`src/rtl/uart_cmd_sequencer_if.sv`:
```
// Received-byte input and configuration output bundle of uart_cmd_sequencer.
interface uart_cmd_sequencer_if;
  logic        Rx_Flag;
  logic [7:0]  Rx_Data;
  logic [7:0]  Divider;
  logic        Capture_En;
  logic [15:0] Decimation;
  logic [3:0]  Channel_Sel;
  logic        Cmd_Valid;
  logic        Cmd_Error;
  logic        Busy;

  modport master (
    output Rx_Flag, Rx_Data,
    input  Divider, Capture_En, Decimation, Channel_Sel, Cmd_Valid, Cmd_Error, Busy
  );

  modport slave (
    input  Rx_Flag, Rx_Data,
    output Divider, Capture_En, Decimation, Channel_Sel, Cmd_Valid, Cmd_Error, Busy
  );
endinterface

```
`src/rtl/uart_cmd_sequencer.sv`:
```
// Assembles UART bytes into command frames that program the receiver divider and ADC capture setup.
// Optional XOR checksum byte is compiled in with `define CMD_CHECKSUM_EN.
module uart_cmd_sequencer #(
  parameter logic [7:0]  DEFAULT_DIVIDER = 8'd104,
  parameter logic [15:0] TIMEOUT_CYCLES  = 16'd50000
) (
  input logic                 Sample_Clk,
  input logic                 Reset_N,
  uart_cmd_sequencer_if.slave bus
);
  localparam int unsigned     GapW     = 16;
  localparam logic [7:0]      SyncByte = 8'hA5;
  localparam logic [GapW-1:0] GapLimit = TIMEOUT_CYCLES - 16'd1;

  typedef enum logic [2:0] {
    S_IDLE,
    S_CMD,
    S_DHI,
    S_DLO,
`ifdef CMD_CHECKSUM_EN
    S_CHK,
`endif
    S_EXEC
  } state_t;

  state_t          state_q, state_n;
  logic            flag_d;
  logic [7:0]      cmd_q, cmd_n;
  logic [7:0]      dhi_q, dhi_n;
  logic [7:0]      dlo_q, dlo_n;
  logic [GapW-1:0] gap_q, gap_n;
  logic [7:0]      divider_q, divider_n;
  logic            capture_q, capture_n;
  logic [15:0]     decimation_q, decimation_n;
  logic [3:0]      channel_q, channel_n;
  logic            valid_q, valid_n;
  logic            error_q, error_n;
  logic            busy_q;
  logic            strobe_c;
  logic            exec_c;
  logic            ok_c;
  logic [7:0]      dlo_c;

  assign strobe_c = bus.Rx_Flag & ~flag_d;

  // Next state, gap counter and command decode. The decode is evaluated in the
  // cycle the last byte arrives so the registered results are visible during EXEC.
  always_comb begin
    state_n      = state_q;
    cmd_n        = cmd_q;
    dhi_n        = dhi_q;
    dlo_n        = dlo_q;
    gap_n        = gap_q;
    divider_n    = divider_q;
    capture_n    = capture_q;
    decimation_n = decimation_q;
    channel_n    = channel_q;
    valid_n      = 1'b0;
    error_n      = 1'b0;
    exec_c       = 1'b0;
    ok_c         = 1'b0;
    dlo_c        = (state_q == S_DLO) ? bus.Rx_Data : dlo_q;

    case (state_q)
      S_IDLE: begin
        gap_n = '0;
        if (strobe_c && (bus.Rx_Data == SyncByte)) state_n = S_CMD;
      end
      S_CMD: if (strobe_c) begin
        cmd_n   = bus.Rx_Data;
        state_n = S_DHI;
      end
      S_DHI: if (strobe_c) begin
        dhi_n   = bus.Rx_Data;
        state_n = S_DLO;
      end
      S_DLO: if (strobe_c) begin
        dlo_n = bus.Rx_Data;
`ifdef CMD_CHECKSUM_EN
        state_n = S_CHK;
`else
        exec_c  = 1'b1;
        state_n = S_EXEC;
`endif
      end
`ifdef CMD_CHECKSUM_EN
      S_CHK: if (strobe_c) begin
        if (bus.Rx_Data == (cmd_q ^ dhi_q ^ dlo_q)) begin
          exec_c  = 1'b1;
          state_n = S_EXEC;
        end else begin
          error_n = 1'b1;
          state_n = S_IDLE;
        end
      end
`endif
      S_EXEC: begin
        gap_n   = '0;
        state_n = S_IDLE;
      end
      default: state_n = S_IDLE;
    endcase

    // Inter-byte gap tracking while a frame is partially received; a byte beats a timeout.
    if ((state_q != S_IDLE) && (state_q != S_EXEC)) begin
      if (strobe_c) begin
        gap_n = '0;
      end else if (gap_q == GapLimit) begin
        gap_n   = '0;
        error_n = 1'b1;
        state_n = S_IDLE;
      end else if (gap_q != '1) begin
        gap_n = gap_q + 16'd1;
      end
    end

    if (exec_c) begin
      case (cmd_q)
        8'h01: if (dlo_c != 8'h00) begin
          divider_n = dlo_c;
          ok_c      = 1'b1;
        end
        8'h02: begin
          decimation_n = {dhi_q, dlo_c};
          ok_c         = 1'b1;
        end
        8'h03: if (dlo_c[7:4] == 4'h0) begin
          channel_n = dlo_c[3:0];
          ok_c      = 1'b1;
        end
        8'h10: begin
          capture_n = 1'b1;
          ok_c      = 1'b1;
        end
        8'h11: begin
          capture_n = 1'b0;
          ok_c      = 1'b1;
        end
        default: ok_c = 1'b0;
      endcase
      valid_n = ok_c;
      error_n = ~ok_c;
    end
  end

  // Flag history resets high so a flag already asserted at reset release is not a byte.
  always_ff @(posedge Sample_Clk or negedge Reset_N) begin
    if (!Reset_N) begin
      state_q      <= S_IDLE;
      flag_d       <= 1'b1;
      cmd_q        <= '0;
      dhi_q        <= '0;
      dlo_q        <= '0;
      gap_q        <= '0;
      divider_q    <= DEFAULT_DIVIDER;
      capture_q    <= 1'b0;
      decimation_q <= 16'd1;
      channel_q    <= '0;
      valid_q      <= 1'b0;
      error_q      <= 1'b0;
      busy_q       <= 1'b0;
    end else begin
      state_q      <= state_n;
      flag_d       <= bus.Rx_Flag;
      cmd_q        <= cmd_n;
      dhi_q        <= dhi_n;
      dlo_q        <= dlo_n;
      gap_q        <= gap_n;
      divider_q    <= divider_n;
      capture_q    <= capture_n;
      decimation_q <= decimation_n;
      channel_q    <= channel_n;
      valid_q      <= valid_n;
      error_q      <= error_n;
      busy_q       <= (state_n != S_IDLE);
    end
  end

  assign bus.Divider     = divider_q;
  assign bus.Capture_En  = capture_q;
  assign bus.Decimation  = decimation_q;
  assign bus.Channel_Sel = channel_q;
  assign bus.Cmd_Valid   = valid_q;
  assign bus.Cmd_Error   = error_q;
  assign bus.Busy        = busy_q;
endmodule

```
`src/flat_wrapper.sv`:
```
// flat-port wrapper written by rule: the top's interface ports become plain ports
module uart_cmd_sequencer_flat 
#(
  parameter logic [7:0]  DEFAULT_DIVIDER = 8'd104,
  parameter logic [15:0] TIMEOUT_CYCLES  = 16'd50000
)
  (Sample_Clk, Reset_N, bus_Rx_Flag, bus_Rx_Data, bus_Divider, bus_Capture_En, bus_Decimation, bus_Channel_Sel, bus_Cmd_Valid, bus_Cmd_Error, bus_Busy);
  uart_cmd_sequencer_if bus_i ();
  input logic Sample_Clk;
  input logic Reset_N;
  input wire logic [$bits(bus_i.Rx_Flag)-1:0] bus_Rx_Flag;
  input wire logic [$bits(bus_i.Rx_Data)-1:0] bus_Rx_Data;
  output wire logic [$bits(bus_i.Divider)-1:0] bus_Divider;
  output wire logic [$bits(bus_i.Capture_En)-1:0] bus_Capture_En;
  output wire logic [$bits(bus_i.Decimation)-1:0] bus_Decimation;
  output wire logic [$bits(bus_i.Channel_Sel)-1:0] bus_Channel_Sel;
  output wire logic [$bits(bus_i.Cmd_Valid)-1:0] bus_Cmd_Valid;
  output wire logic [$bits(bus_i.Cmd_Error)-1:0] bus_Cmd_Error;
  output wire logic [$bits(bus_i.Busy)-1:0] bus_Busy;
  assign bus_i.Rx_Flag = bus_Rx_Flag;
  assign bus_i.Rx_Data = bus_Rx_Data;
  assign bus_Divider = bus_i.Divider;
  assign bus_Capture_En = bus_i.Capture_En;
  assign bus_Decimation = bus_i.Decimation;
  assign bus_Channel_Sel = bus_i.Channel_Sel;
  assign bus_Cmd_Valid = bus_i.Cmd_Valid;
  assign bus_Cmd_Error = bus_i.Cmd_Error;
  assign bus_Busy = bus_i.Busy;
  uart_cmd_sequencer #(.DEFAULT_DIVIDER(DEFAULT_DIVIDER), .TIMEOUT_CYCLES(TIMEOUT_CYCLES)) u_core (.Sample_Clk(Sample_Clk), .Reset_N(Reset_N), .bus(bus_i));
endmodule
```
`config.mk`:
```
export PLATFORM = sky130hd
export DESIGN_NAME = uart_cmd_sequencer_flat
export DESIGN_NICKNAME = d
export VERILOG_FILES = /design/src/rtl/uart_cmd_sequencer_if.sv /design/src/rtl/uart_cmd_sequencer.sv /design/src/flat_wrapper.sv
export SDC_FILE = /design/constraint.sdc
export NUM_CORES = 1
export LEC_CHECK = 0
export ABC_AREA = 0
export BUFFER_PORTS_ARGS = -buffer_cell sky130_fd_sc_hd__clkbuf_2
export CORE_ASPECT_RATIO = 0.6
export CORE_UTILIZATION = 40
export CTS_BUF_LIST = sky130_fd_sc_hd__clkbuf_4
export CTS_CLUSTER_SIZE = 14
export DETAILED_ROUTE_END_ITERATION = 10
export GPL_ROUTABILITY_DRIVEN = 0
export HOLD_SLACK_MARGIN = 0.03
export PLACE_DENSITY = 0.66
export SETUP_SLACK_MARGIN = 0.1
export SYNTH_ARGS = -nofsm -noshare
export SYNTH_HDL_FRONTEND = slang
export SYNTH_SLANG_ARGS = --single-unit
```
`constraint.sdc`:
```
create_clock -name Sample_Clk -period 3.5 [get_ports Sample_Clk]
set_clock_uncertainty 0.1 [all_clocks]
set_input_delay 0.7 -clock Sample_Clk [delete_from_list [all_inputs] [get_ports Sample_Clk]]
set_output_delay 0.7 -clock Sample_Clk [all_outputs]
set_load 0.005 [all_outputs]
```
==> metrics.cfg <==
[routing]
route.detailed.drc = 0
wl_per_cell_um = 16.8
drtAntennaViolNets = 0
drt_first_pass_iters = 5
via_per_inst = 5.44
drt-total-wl_um = 7710
vias = 2496
drt_iter0_markers = 187

[timing]
post-route-period-util_pct = 68.7
slew-limit-headroom_pct = 35.4
fmax_mhz = 416
finalHoldViolations = 0
worst_slack_ns = 1.10
tightest_slew_ns = 0.968
rsz0062_at_grt = false
setup_viol = 0
fin_crit_ns = 2.40
slew_viol_final = 0
holdWs_ns = 0.264
fin_tns_setup_ns = 0

[setup_path]
startpoint_type = flop
cp.arrival_ns = 2.65
slowest_delay_ns = 0.74
cp-end-kind = flop
reg2reg_depth = 6
worstPathCellList = ha_1 -> nand4_1 -> nor4_1 -> buf_4 -> and3b_1 -> nor3_1
crit_slowest_cell = nor4_1
critPathRequiredTime_ns = 3.75
crit_type = flop to flop
crit_fanout = 7

[final_layout]
final_common_cell = dfrtp_1
final_cell_mix = dfrtp_1 (71), mux2_2 (53), clkbuf_2 (41)
area_growth_pct = 14.4
post-route-cell-area_mm2 = 0.00400
diodes = 0
finalNetCount = 354
drive_gt1_share_pct = 36.0

[placed_design]
port_buffers = 42
place_worst_setup_slack_ns = 1.09
place_area_mm2 = 0.00382
dp_hpwl_um = 5300

[grt]
grt_pass1_vias = 2339
grt_pass1_wl_um = 12800
antenna_found_initial = 0
globalRouteOverflowTotal = 0
grt_max_degree = 77
grt_usage_pct = 19.1

[run]
max-cap-violations = 0

[power]
p_leak_nw = 1.95
ir_worst_vdd_mv = 0.188
power_mw = 1.65
p_per_area_mw_per_mm2 = 412

[die]
dieHeight_um = 74.4
die_width_um = 123
placementRows = 26
ioPinCount = 43
fp.dieArea_mm2 = 0.00914
initial_core_util_pct = 41.2
core_area_mm2 = 0.00849

[run_status]
run_status = finished, final reports clean

[hold_path]
hold_depth = 1
hold_class = primary input to flop

[synth]
synth_nets = 308
yosysSeqAreaShare_pct = 54.5
avgSynthCellArea_um2 = 11.8
synthesis.area_mm2 = 0.00350
yosys_warnings = 0
synth_cell_types = 44
ys_ff_latch = 76
synth_cells = 296

[clock_network]
postCtsSetupBuffers = 0
cts_tree = built
ctsResizeCount = 0
root_buffer = clkbuf_4
h-tree-depth = 3
insertion_delay_ns = 0.44
clock-sinks = 76
cts_made_buffers = 9
cts_max_path_buffers = 2
clk_pin_slew_ns = 0.11
postCtsHoldBufs = 0

-- metal layers --
layer	global-route usage, %	part of all wire (%)	vias to the layer above
met4	6.91	0.88	0
li1	-	-	1191
met5	0	0	-
met3	6.44	5.3	8
met1	29.5	54	1242
met2	24.2	40	55
-- cell families (layout without fill, tap and decap cells) --
group,Yosys count,count (layout),synth area share [%]
flip-flops,76,76,54.5
AO/OA/AOI/OAI,29,29,4.94
adder cells (fa/ha/maj),1,1,0.358
XOR/XNOR,1,1,0.250
buffers and inverters,12,63,1.75
AND/OR/NAND/NOR,121,121,20.2
multiplexers,56,56,17.9
-- cell type report --
type | count | area (um2)
fill | 767 | 4490
inverter | 3 | 11.3
sequential | 76 | 1910
multi-input combinational | 208 | 1530
tap | 112 | 140
clock buffer | 11 | 82.6
timing repair buffer | 44 | 228
clock inverter | 5 | 103
-- synthesized netlist by cell type, drive strengths merged --
library cell / instances / area share, %
o211ai: 2 / 0.43
nor4: 11 / 2.4
and4: 4 / 1.0
and3b: 2 / 0.50
a311oi: 1 / 0.25
o31ai: 3 / 0.64
nor2: 16 / 1.7
clkbuf: 6 / 1.0
nor4b: 2 / 0.93
or4: 6 / 1.4
a41oi: 1 / 0.25
o21a: 1 / 0.21
or2: 1 / 0.18
a211oi: 1 / 0.21
nor3: 8 / 1.1
or3: 5 / 0.89
buf: 3 / 0.43
nor2b: 3 / 0.54
inv: 3 / 0.32
nand2: 32 / 3.6
mux2: 53 / 17
ha: 1 / 0.36
nand2b: 1 / 0.18
mux2i: 3 / 0.86
nand3: 9 / 1.3
nand3b: 3 / 0.64
nand4: 10 / 2.1
a21oi: 10 / 1.4
o21ai: 8 / 1.1
dfrtp: 71 / 51
and4b: 1 / 0.29
and3: 3 / 0.54
nor3b: 3 / 0.64
a31oi: 2 / 0.36
dfstp: 5 / 3.8
xor2: 1 / 0.25
and2: 1 / 0.18
-- where the power goes --
part / internal [mW] / switching (mW)
combinational: 0.0204 / 0.0442
clock: 0.377 / 0.309
sequential: 0.889 / 0.00868
total: 1.29 / 0.361
-- final timing paths --
check	from	endpoint	slack (ns)
worst max-delay path	u_core.gap_q[0]	u_core.gap_q[9]	1.10
worst min-delay path	bus_Rx_Flag	u_core.flag_d	0.26
worst max register to register	u_core.gap_q[0]	u_core.gap_q[9]	1.10
worst min register to register	u_core.dhi_q[3]	u_core.bus.Decimation[11]	0.41
max in group asynchronous	Reset_N	u_core.gap_q[0]	2.37
min in group asynchronous	Reset_N	u_core.gap_q[14]	0.32
-- stage by stage --
stage                     util, %  std cells
after CTS                    47.1        459
after detailed placement     44.9        443
final                        47.1        459
after global placement       44.9        443
after global routing         47.1        459
after floorplan                 -        296
-- state kept, by name (all words and copies together) (netlist names) --
name                    cells
u_core.state_q              3
u_core.bus.Cmd_Error        1
u_core.bus.Busy             1
u_core.bus.Cmd_Valid        1
u_core.gap_q               16
u_core.bus.Capture_En       1
u_core.cmd_q                8
u_core.flag_d               1
u_core.bus.Divider          8
u_core.bus.Channel_Sel      4
u_core.bus.Decimation      16
u_core.dhi_q                8
u_core.dlo_q                8
-- critical path: cells and delay by family (launching register included) --
family / cells / cell delay (ns)
and+or+nand+nor: 4 / 1.24
DFF: 1 / 0.45
adders and majority gates: 1 / 0.26
buffers and inverters: 1 / 0.28
Power figures use the tool's default switching activity.
